--- src/rtl/adder_arbiter.sv ---
// adder_arbiter: round-robin arbiter sharing one 32-bit adder across NREQ
// requesters. One operation per grant -> add -> response sequence.
module adder_arbiter #(
  parameter int unsigned NREQ = 4
) (
  input  logic                     clk,
  input  logic                     rst,
  input  logic [NREQ-1:0]          req_valid,
  input  logic [32*NREQ-1:0]       req_a,
  input  logic [32*NREQ-1:0]       req_b,
  output logic [NREQ-1:0]          req_ready,
  output logic                     rsp_valid,
  input  logic                     rsp_ready,
  output logic [$clog2(NREQ)-1:0]  rsp_id,
  output logic [31:0]              rsp_data,
  output logic                     rsp_carry,
  output logic                     busy
);

  localparam int unsigned DW = 32;
  localparam int unsigned IW = $clog2(NREQ);

  typedef enum logic [1:0] {
    S_IDLE = 2'd0,
    S_ADD  = 2'd1,
    S_RESP = 2'd2
  } state_t;

  state_t          r_state;
  logic [IW-1:0]   r_ptr;
  logic [IW-1:0]   r_w;
  logic [DW-1:0]   r_a;
  logic [DW-1:0]   r_b;

  logic            w_found;
  logic [IW-1:0]   w_win;
  int unsigned     w_idx;
  logic [DW-1:0]   w_a;
  logic [DW-1:0]   w_b;
  logic [DW:0]     w_sum;

  // Round-robin scan: first valid requester at or after r_ptr, wrapping.
  always_comb begin
    w_found = 1'b0;
    w_win   = '0;
    w_idx   = 0;
    for (int unsigned k = 0; k < NREQ; k++) begin
      w_idx = (32'(r_ptr) + k) % NREQ;
      if (!w_found && req_valid[IW'(w_idx)]) begin
        w_found = 1'b1;
        w_win   = IW'(w_idx);
      end
    end
  end

  // Operand mux for the winning requester.
  always_comb begin
    w_a = '0;
    w_b = '0;
    for (int unsigned k = 0; k < NREQ; k++) begin
      if (IW'(k) == w_win) begin
        w_a = req_a[k*DW +: DW];
        w_b = req_b[k*DW +: DW];
      end
    end
  end

  // The single shared adder, operating on latched operands only.
  assign w_sum = {1'b0, r_a} + {1'b0, r_b};

  // One-hot accept strobe, only in an IDLE grant cycle and never under reset.
  always_comb begin
    req_ready = '0;
    if (!rst && (r_state == S_IDLE) && w_found) begin
      req_ready[w_win] = 1'b1;
    end
  end

  assign busy = (r_state != S_IDLE);

  // Control FSM with registered response outputs.
  always_ff @(posedge clk or posedge rst) begin
    if (rst) begin
      r_state   <= S_IDLE;
      r_ptr     <= '0;
      r_w       <= '0;
      r_a       <= '0;
      r_b       <= '0;
      rsp_valid <= 1'b0;
      rsp_data  <= '0;
      rsp_carry <= 1'b0;
      rsp_id    <= '0;
    end else begin
      case (r_state)
        S_IDLE: begin
          if (w_found) begin
            r_a     <= w_a;
            r_b     <= w_b;
            r_w     <= w_win;
            r_state <= S_ADD;
          end
        end
        S_ADD: begin
          {rsp_carry, rsp_data} <= w_sum;
          rsp_id                <= r_w;
          rsp_valid             <= 1'b1;
          r_state               <= S_RESP;
        end
        S_RESP: begin
          if (rsp_ready) begin
            rsp_valid <= 1'b0;
            r_state   <= S_IDLE;
            r_ptr     <= (32'(r_w) == NREQ - 1) ? '0 : IW'(r_w + 1'b1);
          end
        end
        default: begin
          r_state <= S_IDLE;
        end
      endcase
    end
  end

endmodule

--- config.mk ---
export PLATFORM = sky130hd
export DESIGN_NAME = adder_arbiter
export DESIGN_NICKNAME = d
export VERILOG_FILES = /design/src/rtl/adder_arbiter.sv
export SDC_FILE = /design/constraint.sdc
export NUM_CORES = 1
export LEC_CHECK = 0
export CORE_MARGIN = 3
export CORE_UTILIZATION = 25
export DETAILED_ROUTE_END_ITERATION = 6
export SLEW_MARGIN = 30
export SYNTH_ARGS = -nofsm -noshare
export SYNTH_HDL_FRONTEND = slang
export SYNTH_SLANG_ARGS = --single-unit
export TNS_END_PERCENT = 100
--- constraint.sdc ---
create_clock -name clk -period 10.2 [get_ports clk]
set_clock_uncertainty 0.1 [all_clocks]
set_input_delay 2.55 -clock clk [delete_from_list [all_inputs] [get_ports clk]]
set_output_delay 2.55 -clock clk [all_outputs]
set_load 0.01 [all_outputs]
* Word level (Yosys, flattened, before mapping)
Index checks and enable logic that the tools add are counted.
Word-level totals: flip-flop bits (word level) 106, input bits 263, output and inout port bits 41, word-level logic and storage cells 79
Cells by class: add/sub/neg operators 5, order comparisons 6, equality and inequality tests 8, multiplexer cells 33, reductions and logical operators 18
Operators with widths (count):
- 2-to-1 mux 32 bit | 8
- adder 32 x 32 -> 33 bit | 1
- less-than comparator 2 x 3 -> 1 bit, second input constant | 5
- 2-to-1 mux 2 bit | 7
- 2-to-1 mux 1 bit | 10
- binary-select mux 1 bit (select 2 bit) | 4
- AND reduction 2 bit | 4
- logical AND 1 bit | 6
- one-hot mux 2 bit (3 select lines) | 1
- adder 2 x 1 -> 2 bit, second input constant | 2
- adder 2 bit, second input constant | 2
- == test 2 bit, first input constant | 2
- == test 2 bit, second input constant | 2
- logical NOT 1 bit | 4
- logical NOT 2 bit | 2
- 2-to-1 mux 4 bit | 1
- inequality test 2 bit, second input constant | 2
- nonzero test 2 bit | 2
- demux 1 bit (select 2 bit) | 1
- == test 1 x 2 -> 1 bit, first input constant | 1
- == test 2 x 1 -> 1 bit, second input constant | 1
- >= comparator 2 x 1 -> 1 bit, second input constant | 1
- one-hot mux 1 bit (2 select lines) | 1

* Depth between registers and ports, before layout
Gate-level depths: netlist of the first run.
depth in word-level cells 17, depth in mapped cells 10, depth with buffers taken out 10

* Least setup slack after synthesis of the first run
OpenSTA, ideal clock, no wires.
path kind in2out, from in rst, to out req_ready[0], data arrival time 5.315 ns, required time 7.550 ns, path slack 2.235 ns, stages on the path 2, buffers on the path 0, cell sequence inv_1 and4_1
Between the ends: cells in the longest elaborated chain, start to end 4
Ends and longest elaborated chain:
- from (decl) | RTL line 7 | input logic rst,
- logical NOT 1 bit (no line)
- logical AND 1 bit (2 in series) | RTL line 74 | if (!rst && (r_state == S_IDLE) && w_found) begin
- 2-to-1 mux 4 bit | RTL line 74
- to (decl) | RTL line 11 | output logic [NREQ-1:0] req_ready,
No other way between the ends.

* Worst setup path in the final report of the first run
from in req_valid[0], to out req_ready[1]
Between the ends: cells in the longest elaborated chain, start to end 17, elaborated cells on any way between the ends 29, those cells by class order compare (2); mux (19); reduce/logical (8)
Ends and longest elaborated chain:
- from (decl) | RTL line 8 | input logic [NREQ-1:0] req_valid,
- binary-select mux 1 bit (select 2 bit) | RTL line 49 | if (!w_found && req_valid[IW'(w_idx)]) begin
- 2-to-1 mux 1 bit (not written as such) | RTL line 49
- 2-to-1 mux 1 bit | RTL line 49
- logical NOT 1 bit | RTL line 49
- logical AND 1 bit | RTL line 49
- 2-to-1 mux 1 bit | RTL line 49
- logical NOT 1 bit | RTL line 49
- logical AND 1 bit | RTL line 49
- 2-to-1 mux 1 bit | RTL line 49
- logical NOT 1 bit | RTL line 49
- logical AND 1 bit | RTL line 49
- 2-to-1 mux 2 bit | RTL line 49
- less-than comparator 2 x 3 -> 1 bit (not written as such) or >= comparator 2 x 1 -> 1 bit (tied branches) | RTL line 75 | req_ready[w_win] = 1'b1;
- logical AND 1 bit (not written as such) | RTL line 75
- 2-to-1 mux 1 bit (not written as such) | RTL line 75
- demux 1 bit (select 2 bit) | RTL line 75
- 2-to-1 mux 4 bit * | RTL line 74
Every way passes the cells marked *; elsewhere a longest branch is shown, timed or not. The select of a mux whose other input is x is not followed.

==> impl_metrics.tcl, run 1 <==
set metrics [dict create \
    run_status "completed" \
    worst-path-stages 7 \
    avgRoutedWirePerCell_um 16.0 \
    first_pass_grt_wire_length_mm 42.3 \
    detailed_place.area_mm2 0.0109 \
    combinationalPowerShare_pct 64.1 \
    post-route-drc-count 0 \
    clk-insertion-delay-late_ps 360 \
    worst_setup_path_start_kind "input pin" \
    io_pins 304 \
    synth_top_flop_cell "dfrtp_1" \
    cell_internal_pwr_uw 1700 \
    via_per_inst 4.64 \
    final-hold-violation-count 0 \
    synth-edff-count 0 \
    critPathMaxFanout 63 \
    layout_worst_path_cycle_share_pct 74.6 \
    timing.slew.headroom_pct 52.1 \
    cts.repair.resized 0 \
    final_net_count 1640 \
    number_of_antenna_violations_at_the_first_check_in_global_routing 1 \
    power_switching_share_pct 47.7 \
    layout_min_cycle_time_ps 7610 \
    core_region_mm2 0.0291 \
    drtIter0Drc 280 \
    final_cell_area_mm2 0.0112 \
    routed_wl_mm 27.7 \
    syn-instance-count 1084 \
    yosys_warnings 0 \
    die-area_mm2 0.0321 \
    worst-slew-pin-transition_ps 719 \
    power.static_leakage_uw 0.00479 \
    clock_tree.htree_level_count 3 \
    synth.ff_latch_count 106 \
    setup.worst_path.class "input pin to primary output" \
    netlist_area_pre_place_mm2 0.00749 \
    seq_area_frac_synth_pct 35.4 \
    ir_worst_vdd_mv 0.102 \
    area_growth_syn_to_layout_pct 49.1 \
    vias_in_the_first_global_route 7606 \
    hold_depth 2 \
    worstSetupEndpointType "primary output" \
    die-height_um 179 \
    cp_data_required_time_ps 7550 \
    final_critical_path_setup_slack_ps 2590 \
    post-cts-setup-buffers 0 \
    max_capacitance_violation_total 0 \
    crit_path_max_incr_delay_ps 590 \
    fin_tns_setup_ps 0 \
    ys_top_cells_by_area "dfrtp_1 35%, nand2_1 13%, o21ai_0 11%, nor2_1 11%, ha_1 5.5%" \
    cts_root_buf "clkbuf_16" \
    setup_viols_final 0 \
    timing.hold.worst.class "flop to flop" \
    cp_cell_sequence "clkdlybuf4s50_1 -> a21oi_1 -> o21a_1 -> o22ai_4 -> buf_4 -> and4_1 -> clkdlybuf4s50_1" \
    post-place-ws_ps 2570 \
    detail_route.first_pass.iterations 7 \
    syn-num-nets 1381 \
    post-synth-top-area-cell "dfrtp_1" \
    switchingPower_uw 1550 \
    worstPathBufferInverterCount 3 \
    clockBufferDepth 2 \
    initial_utilization_pct 25.8 \
    num_vias 8038 \
    synthArstFlopShare_pct 100 \
    gr-usage-all-layers_pct 16.9 \
    clock_sink_count 106 \
    numPlacedInstances 1716 \
    worst_ep_arrival_time_ps 4960 \
    report.final.slew_viol_count 0 \
    horizontal_extent_of_the_die_um 179 \
    cts_clk_pin_slew_worst_paths_ps 70 \
    fmax_mhz 131 \
    io_buffers 303 \
    final_common_cell "clkdlybuf4s50_1" \
    globalRoute.totalOverflow 0 \
    num_antenna_cells 0 \
    grt_max_degree 80 \
    seq_power_share_pct 24.8 \
    critical-path-top-cell-by-count "clkdlybuf4s50_1" \
    routabilityCongestion 0.842 \
    cts.hold.buffers_added 0 \
    path_delay_family "buffers and inverters" \
    detail-route-antenna-nets 0 \
    synth_area_per_cell_um2 6.91 \
    synthDominantCellAreaShare_pct 35.4 \
    drive_gt1_share_pct 2.97 \
    numCtsBuffers 9 \
    grt_setup_unrepaired "false" \
    instances_no_fill 1731 \
    cts_tree "yes" \
    worst_r2r_path_depth 10 \
    row_count 62 \
    synth.lib_cells_used.distinct 53 \
    final_util_pct 38.4 \
    hpwlAfterDp_mm 21.9 \
    clock_power_share_pct 11.0 \
    layout_common_cells "303 x clkdlybuf4s50_1, 253 x nand2_1, 211 x nor2_1" \
    p_per_area_mw_per_mm2 291 \
    cp_slowest_cell "clkdlybuf4s50_1" \
]
==> Yosys cell counts, types with 2 or more instances <==
cell type	n
a21oi_1	37
a221oi_1	2
o211ai_1	6
dfrtp_1	106
xor2_1	7
nand4_1	2
and4_1	3
o31ai_1	6
and2_1	4
nand3_1	72
o21ai_0	172
nand2_1	253
a211oi_1	4
o21a_1	6
or3_1	6
inv_1	11
nor2_1	211
a21boi_1	2
clkbuf_1	65
nor3b_1	6
a31oi_1	2
a211o_1	2
ha_1	33
nor4_1	2
a21o_1	11
o21bai_1	5
xnor2_1	11
mux2i_1	3
nor3_1	8
nand2b_1	3
==> power by group through the flow <==
stage / clock (uW) / combinational [uW] / sequential [uW]
5_1_grt: 386 / 2380 / 836
3_3_place_gp: 0 / 2070 / 813
4_1_cts: 369 / 2110 / 810
6_report: 359 / 2090 / 809
2_1_floorplan: 0 / 1410 / 779
3_5_place_dp: 0 / 2100 / 817
==> path summary, 6_finish.rpt <==
kind	from	endpoint	slack [ps]
worst max-delay path	req_valid[0]	req_ready[1]	2590
worst min register to register	rsp_data[10]	rsp_data[10]	380
min in group asynchronous	rst	r_state[0]	2540
max in group asynchronous	rst	r_b[22]	6420
worst max register to register	r_a[0]	rsp_data[22]	6990
worst min-delay path	rsp_data[10]	rsp_data[10]	380
==> cell type report <==
cell class / count / area [um^2]
tap: 384 / 480
timing repair buffer: 313 / 3110
inverter: 11 / 43.8
clock inverter: 4 / 52.6
fill: 3082 / 17900
multi-input combinational: 902 / 4590
clock buffer: 11 / 243
sequential: 106 / 2650
==> layer usage <==
layer  part of all wire [%]  wire length, um  vias up  global-route usage, %
met5                  0.072               20        -                      0
met4                    1.4              381        2                   3.96
met3                    5.8             1610       23                   3.85
met2                     44            12100      221                   25.8
met1                     49            13600     3604                   24.3
li1                       -                -     4188                      -
==> through the flow <==
stage,total power (uW),hold slack [ps]
2_1_floorplan,2190,354
3_3_place_gp,2880,360
3_5_place_dp,2920,365
4_1_cts,3290,382
5_1_grt,3600,409
6_report,3260,378
==> worst register-to-register path, stage by stage, from the launching register on <==
cell	delay, ps
dfrtp_1	410
ha_1	260
fa_1	440
a211oi_1	340
o211ai_1	200
nand3_1	200
o211ai_2	160
a31o_4	290
a21o_1	180
a211o_1	290
a41o_1	240
==> sequential cells by signal, summed over array words and instances (netlist names) <==
| name | flops |
|---|---|
| r_a | 32 |
| r_b | 32 |
| r_ptr | 2 |
| r_state | 2 |
| r_w | 2 |
| rsp_carry | 1 |
| rsp_data | 32 |
| rsp_id | 2 |
| rsp_valid | 1 |
==> cells by family (layout without fill, tap and decap cells) <==
logic type | after synthesis | in the layout | share of synthesized area (%)
XOR/XNOR | 18 | 18 | 2.10
adder cells (fa/ha/maj) | 34 | 34 | 5.78
flip-flops | 106 | 106 | 35.4
AO/OA/AOI/OAI | 268 | 268 | 20.5
multiplexers | 4 | 4 | 0.551
AND/OR/NAND/NOR | 578 | 578 | 31.9
buffers and inverters | 76 | 339 | 3.81
Power figures use the tool's default switching activity.
==> run 2: changes to the inputs <==
==> constraint.sdc (replaced) <==
create_clock -name clk -period 6.7 [get_ports clk]
set_clock_uncertainty 0.1 [all_clocks]
set_input_delay 1.675 -clock clk [delete_from_list [all_inputs] [get_ports clk]]
set_output_delay 1.675 -clock clk [all_outputs]
set_load 0.01 [all_outputs]
==> run 2 against run 1 <==
Net effect:
- first-iteration DRC count is 38% higher
- setup slack got worse by 1600 ps
- power is 53% higher
- highest routed layer is now met4
- combinational power is 51% higher
- count of clock-buffer cells in the layout decreased by 1
- sequential cell count unchanged
- largest power group unchanged
- routed wire length decreased by 1.2%
- critical path depth shrank 1
==> impl_metrics.tcl, run 2 (synthesis results as in run 1) <==
set metrics [dict create \
    path_delay_family "buffers and inverters" \
    clock_sink_count 106 \
    globalRoute.totalOverflow 0 \
    layout_worst_path_cycle_share_pct 85.2 \
    hpwlAfterDp_mm 21.7 \
    first_pass_grt_wire_length_mm 41.8 \
    post-route-drc-count 0 \
    worst_r2r_path_depth 10 \
    worstSetupEndpointType "primary output" \
    layout_common_cells "303 x clkdlybuf4s50_1, 253 x nand2_1, 211 x nor2_1" \
    final_cell_area_mm2 0.0112 \
    number_of_antenna_violations_at_the_first_check_in_global_routing 0 \
    largest_registers_in_the_final_layout "r_a x32, r_b x32, rsp_data x32" \
    cp_cell_sequence "clkdlybuf4s50_1 -> a21oi_1 -> o21a_1 -> o22ai_4 -> and4_1 -> clkdlybuf4s50_1" \
    cts.hold.buffers_added 0 \
    fmax_mhz 175 \
    crit_path_max_incr_delay_ps 580 \
    power.static_leakage_uw 0.00480 \
    cp_data_required_time_ps 4930 \
    core_region_mm2 0.0291 \
    gr-usage-all-layers_pct 16.7 \
    detail-route-antenna-nets 0 \
    cp_slowest_cell "clkdlybuf4s50_1" \
    horizontal_extent_of_the_die_um 179 \
    final_net_count 1640 \
    worst_ep_arrival_time_ps 3940 \
    grt_max_degree 112 \
    switchingPower_uw 2350 \
    routabilityCongestion 0.850 \
    layout_min_cycle_time_ps 5710 \
    fin_tns_setup_ps 0 \
    p_per_area_mw_per_mm2 444 \
    seq_power_share_pct 24.7 \
    io_buffers 303 \
    die-height_um 179 \
    drive_gt1_share_pct 3.12 \
    max_capacitance_violation_total 0 \
    detailed_place.area_mm2 0.0109 \
    clock_tree.htree_level_count 3 \
    worst-slew-pin-transition_ps 807 \
    cell_internal_pwr_uw 2630 \
    hold_depth 2 \
    cts_tree "yes" \
    worstPathBufferInverterCount 2 \
    power_switching_share_pct 47.1 \
    drtIter0Drc 385 \
    timing.hold.worst.class "flop to flop" \
    routed_wl_mm 27.4 \
    fillerInstances 3096 \
    row_count 62 \
    run_status "completed" \
    critPathMaxFanout 23 \
    io_pins 304 \
    final-hold-violation-count 0 \
    grt_setup_unrepaired "false" \
    critical_path.reg2reg.startpoint "r_a[0]" \
    num_antenna_cells 0 \
    post-cts-setup-buffers 0 \
    instances_no_fill 1732 \
    r2r_setup_slack_ps 3480 \
    vias_in_the_first_global_route 7692 \
    critical-path-top-cell-by-count "clkdlybuf4s50_1" \
    ir_worst_vdd_mv 0.161 \
    initial_utilization_pct 25.8 \
    via_per_inst 4.65 \
    num_vias 8052 \
    combinationalPowerShare_pct 63.5 \
    cts.repair.resized 0 \
    die-area_mm2 0.0321 \
    detail_route.first_pass.iterations 4 \
    area_growth_syn_to_layout_pct 49.6 \
    clockBufferDepth 2 \
    cts_root_buf "clkbuf_16" \
    cts_clk_pin_slew_worst_paths_ps 80 \
    report.final.slew_viol_count 0 \
    final_common_cell "clkdlybuf4s50_1" \
    avgRoutedWirePerCell_um 15.8 \
    clk-insertion-delay-late_ps 350 \
    timing.slew.headroom_pct 46.2 \
    crit-reg2reg-capture "rsp_data[22]" \
    numPlacedInstances 1716 \
    final_util_pct 38.6 \
    post-layout-total-power_uw 4980 \
    numCtsBuffers 9 \
    timing.hold.worst.start "rsp_id[0]" \
    worst_setup_path_start_kind "input pin" \
    clock_power_share_pct 11.8 \
    setup.worst_path.class "input pin to primary output" \
    hold-path-endpoint "rsp_id[0]" \
    setup_viols_final 0 \
    critical_path.startpoint "req_valid[0]" \
]
-- run 2: changes by cell type in the layout (fill, tap and decap cells not counted) --
cell / change
buf_4: -1
clkbuf_1: -1
bufinv_16: +1
clkinvlp_4: +1
buf_6: +1
-- run 2: worst max path at each step --
stage / to / depth (start not counted)
final: req_ready[1] / 6
after global routing: req_ready[0] / 6
after CTS: req_ready[1] / 6
after detailed placement: req_ready[1] / 6
after global placement: req_ready[0] / 6
after floorplan: req_ready[0] / 2
-- run 2: tightest hold or removal path, cell delays in order, from the launching register on --
cell and delay, ps:
dfrtp_1 340, nand2_1 50, nand2_1 50
-- run 2: layout make-up --
cell class	instances	area [um^2]	area share, %
well taps	384	480	4.28
clock inverters	6	90.1	0.803
clock buffers	10	239	2.13
flip-flops and latches	106	2650	23.7
multi-input cells	902	4590	41.0
repair buffers	313	3120	27.8
inverters	11	43.8	0.390
-- run 2: layer usage --
metal,GRT usage [%],wire (um),vias up
met5,0,0,-
met2,26.3,12200,221
met3,3.22,1580,17
met4,3.77,322,0
li1,-,-,4189
met1,23.7,13300,3625
-- run 2: power groups by stage --
stage	clock, uW	sequential, uW	combinational, uW
floorplan	0	1190	2140
finish	587	1230	3160
detailed placement	0	1250	3180
global placement	0	1240	3140
CTS	607	1240	3190
global route	626	1280	3610
-- run 2: through the flow --
| stage | setup slack, ps | hold WS [ps] |
|---|---|---|
| after floorplan | 485 | 354 |
| after global placement | 1050 | 359 |
| after detailed placement | 983 | 362 |
| after CTS | 991 | 379 |
| after global routing | 888 | 404 |
| final | 989 | 377 |
==> run 3: changes to the inputs <==
--- a/config.mk
+++ b/config.mk
@@ -5,7 +5,7 @@
 export SDC_FILE = /design/constraint.sdc
 export NUM_CORES = 1
 export LEC_CHECK = 0
-export CORE_MARGIN = 3
+export CORE_MARGIN = 2
 export CORE_UTILIZATION = 25
 export DETAILED_ROUTE_END_ITERATION = 6
 export SLEW_MARGIN = 30
==> run 3 against run 2 <==
Net effect:
- via count is 0.77% lower
- design area stayed put
- setup slack improved by 76 ps
- worst hold slack better by 1.2 ps
- sequential share of layout area unchanged
- non-clock buffer count is the same
- die area decreased by 2.2%
- critical path depth is the same
- maximum frequency increased by 1.3%
- count of clock-buffer cells in the layout grew 1
- utilization decreased by 0.61 points
- routed wire length fell by 0.47%
- critical endpoint is now req_ready[3]
==> impl_metrics.tcl, run 3 (synthesis results as in run 1) <==
set metrics [dict create \
    layout_worst_path_cycle_share_pct 84.1 \
    final_util_pct 37.9 \
    timing.hold.worst.class "flop to flop" \
    grt_setup_unrepaired "false" \
    clock_sink_count 106 \
    worstPathBufferInverterCount 2 \
    cts_tree "yes" \
    max_capacitance_violation_total 0 \
    area_growth_syn_to_layout_pct 49.6 \
    post-route-drc-count 0 \
    setup.worst_path.class "input pin to primary output" \
    drtIter0Drc 452 \
    via_per_inst 4.60 \
    final_cell_area_mm2 0.0112 \
    fin_tns_setup_ps 0 \
    ir_worst_vdd_mv 0.165 \
    drive_gt1_share_pct 2.97 \
    hpwlAfterDp_mm 21.4 \
    detail-route-antenna-nets 0 \
    critPathMaxFanout 23 \
    r2r_setup_slack_ps 3460 \
    critical-path-top-cell-by-count "clkdlybuf4s50_1" \
    number_of_antenna_violations_at_the_first_check_in_global_routing 1 \
    numPlacedInstances 1722 \
    worst_ep_arrival_time_ps 3860 \
    cp_cell_sequence "clkdlybuf4s50_1 -> mux2i_1 -> nor2_1 -> or3_4 -> nor4_1 -> clkdlybuf4s50_1" \
    route.layer.met1.wl_mm 13.4 \
    cp_data_required_time_ps 4930 \
    topRoutingLayerUsed "met4" \
    setup_viols_final 0 \
    critical_path.startpoint "req_valid[0]" \
    first_pass_grt_wire_length_mm 41.8 \
    die-area_mm2 0.0314 \
    gr-usage-all-layers_pct 17.0 \
    numCtsBuffers 9 \
    io_pins 304 \
    power.static_leakage_uw 0.00480 \
    detailed_place.area_mm2 0.0109 \
    worst_r2r_path_depth 10 \
    row_count 63 \
    worst-slew-pin-transition_ps 897 \
    globalRoute.totalOverflow 0 \
    layout_common_cells "303 x clkdlybuf4s50_1, 253 x nand2_1, 211 x nor2_1" \
    detail_route.first_pass.iterations 4 \
    timing.slew.headroom_pct 40.2 \
    grt_max_degree 117 \
    met3_wire_len_mm 1.57 \
    routed_wl_mm 27.3 \
    cts_root_buf "clkbuf_16" \
    num_vias 7990 \
    die-height_um 177 \
    final_common_cell "clkdlybuf4s50_1" \
    final_critical_path_setup_slack_ps 1060 \
    route.met2.wl_mm 11.8 \
    cts_clk_pin_slew_worst_paths_ps 70 \
    clk-insertion-delay-late_ps 350 \
    fillerInstances 3112 \
    cts.repair.resized 0 \
    critical_path.reg2reg.startpoint "r_a[0]" \
    final-hold-violation-count 0 \
    crit_path_end "req_ready[3]" \
    clock_tree.htree_level_count 3 \
    vias_in_the_first_global_route 7744 \
    initial_utilization_pct 25.4 \
    post-place-ws_ps 1070 \
    timing.hold.worst.start "rsp_data[10]" \
    instances_no_fill 1738 \
    clockBufferDepth 2 \
    crit_path_max_incr_delay_ps 590 \
    avgRoutedWirePerCell_um 15.7 \
    fmax_mhz 177 \
    cts.hold.buffers_added 0 \
    routabilityCongestion 0.880 \
    path_delay_family "buffers and inverters" \
    horizontal_extent_of_the_die_um 177 \
    core_region_mm2 0.0296 \
    run_status "completed" \
    io_buffers 303 \
    worst-path-stages 6 \
    post-cts-setup-buffers 0 \
    worstSetupEndpointType "primary output" \
    final_net_count 1640 \
    report.final.slew_viol_count 0 \
    crit-reg2reg-capture "rsp_data[22]" \
    p_per_area_mw_per_mm2 446 \
    worst_setup_path_start_kind "input pin" \
    largest_registers_in_the_final_layout "r_a x32, r_b x32, rsp_data x32" \
    layout_min_cycle_time_ps 5640 \
    cp_slowest_cell "clkdlybuf4s50_1" \
]
run 3: cell types whose count changed in the layout (fill, tap and decap cells not counted):
cell and change:
diode_2 +1, clkinv_2 -1, clkinv_4 -1, clkbuf_1 +1
run 3: how the worst min path moves through the flow:
stage / to / cells after the start
4_1_cts: rsp_id[1] / 2
6_report: rsp_data[10] / 2
3_5_place_dp: rsp_id[1] / 2
2_1_floorplan: r_b[0] / 2
3_3_place_gp: rsp_data[18] / 2
5_1_grt: rsp_id[1] / 2
run 3: final cells by class:
type	count	area [um^2]	share of cell area (%)
multi-input cells	902	4590	41.0
repair buffers	313	3120	27.8
flip-flops and latches	106	2650	23.7
well taps	390	488	4.35
clock buffers	11	243	2.16
clock inverters	4	76.3	0.680
inverters	11	43.8	0.390
diodes	1	2.50	0.0223
run 3: through the flow:
step                power [uW]  hold slack (ps)
floorplan                 3330              354
global placement          4400              361
detailed placement        4450              366
CTS                       5050              382
global route              5520              408
finish                    5000              378
run 3: power breakdown:
part / total (uW) / internal [uW] / leakage (uW) / switching, uW
sequential: 1240 / 977 / 0.00129 / 259
combinational: 3190 / 1320 / 0.00335 / 1870
clock: 579 / 337 / 0.000152 / 242
run 3: tightest hold or removal path: stages (launching register included):
cell and delay, ps:
dfrtp_1 350, nand2_1 40, o21ai_0 50
run 3: metal layers:
layer,vias to the layer above,track usage (%)
met5,-,0
met4,0,5.10
met3,28,3.11
met2,223,26.2
met1,3545,24.1
li1,4194,-
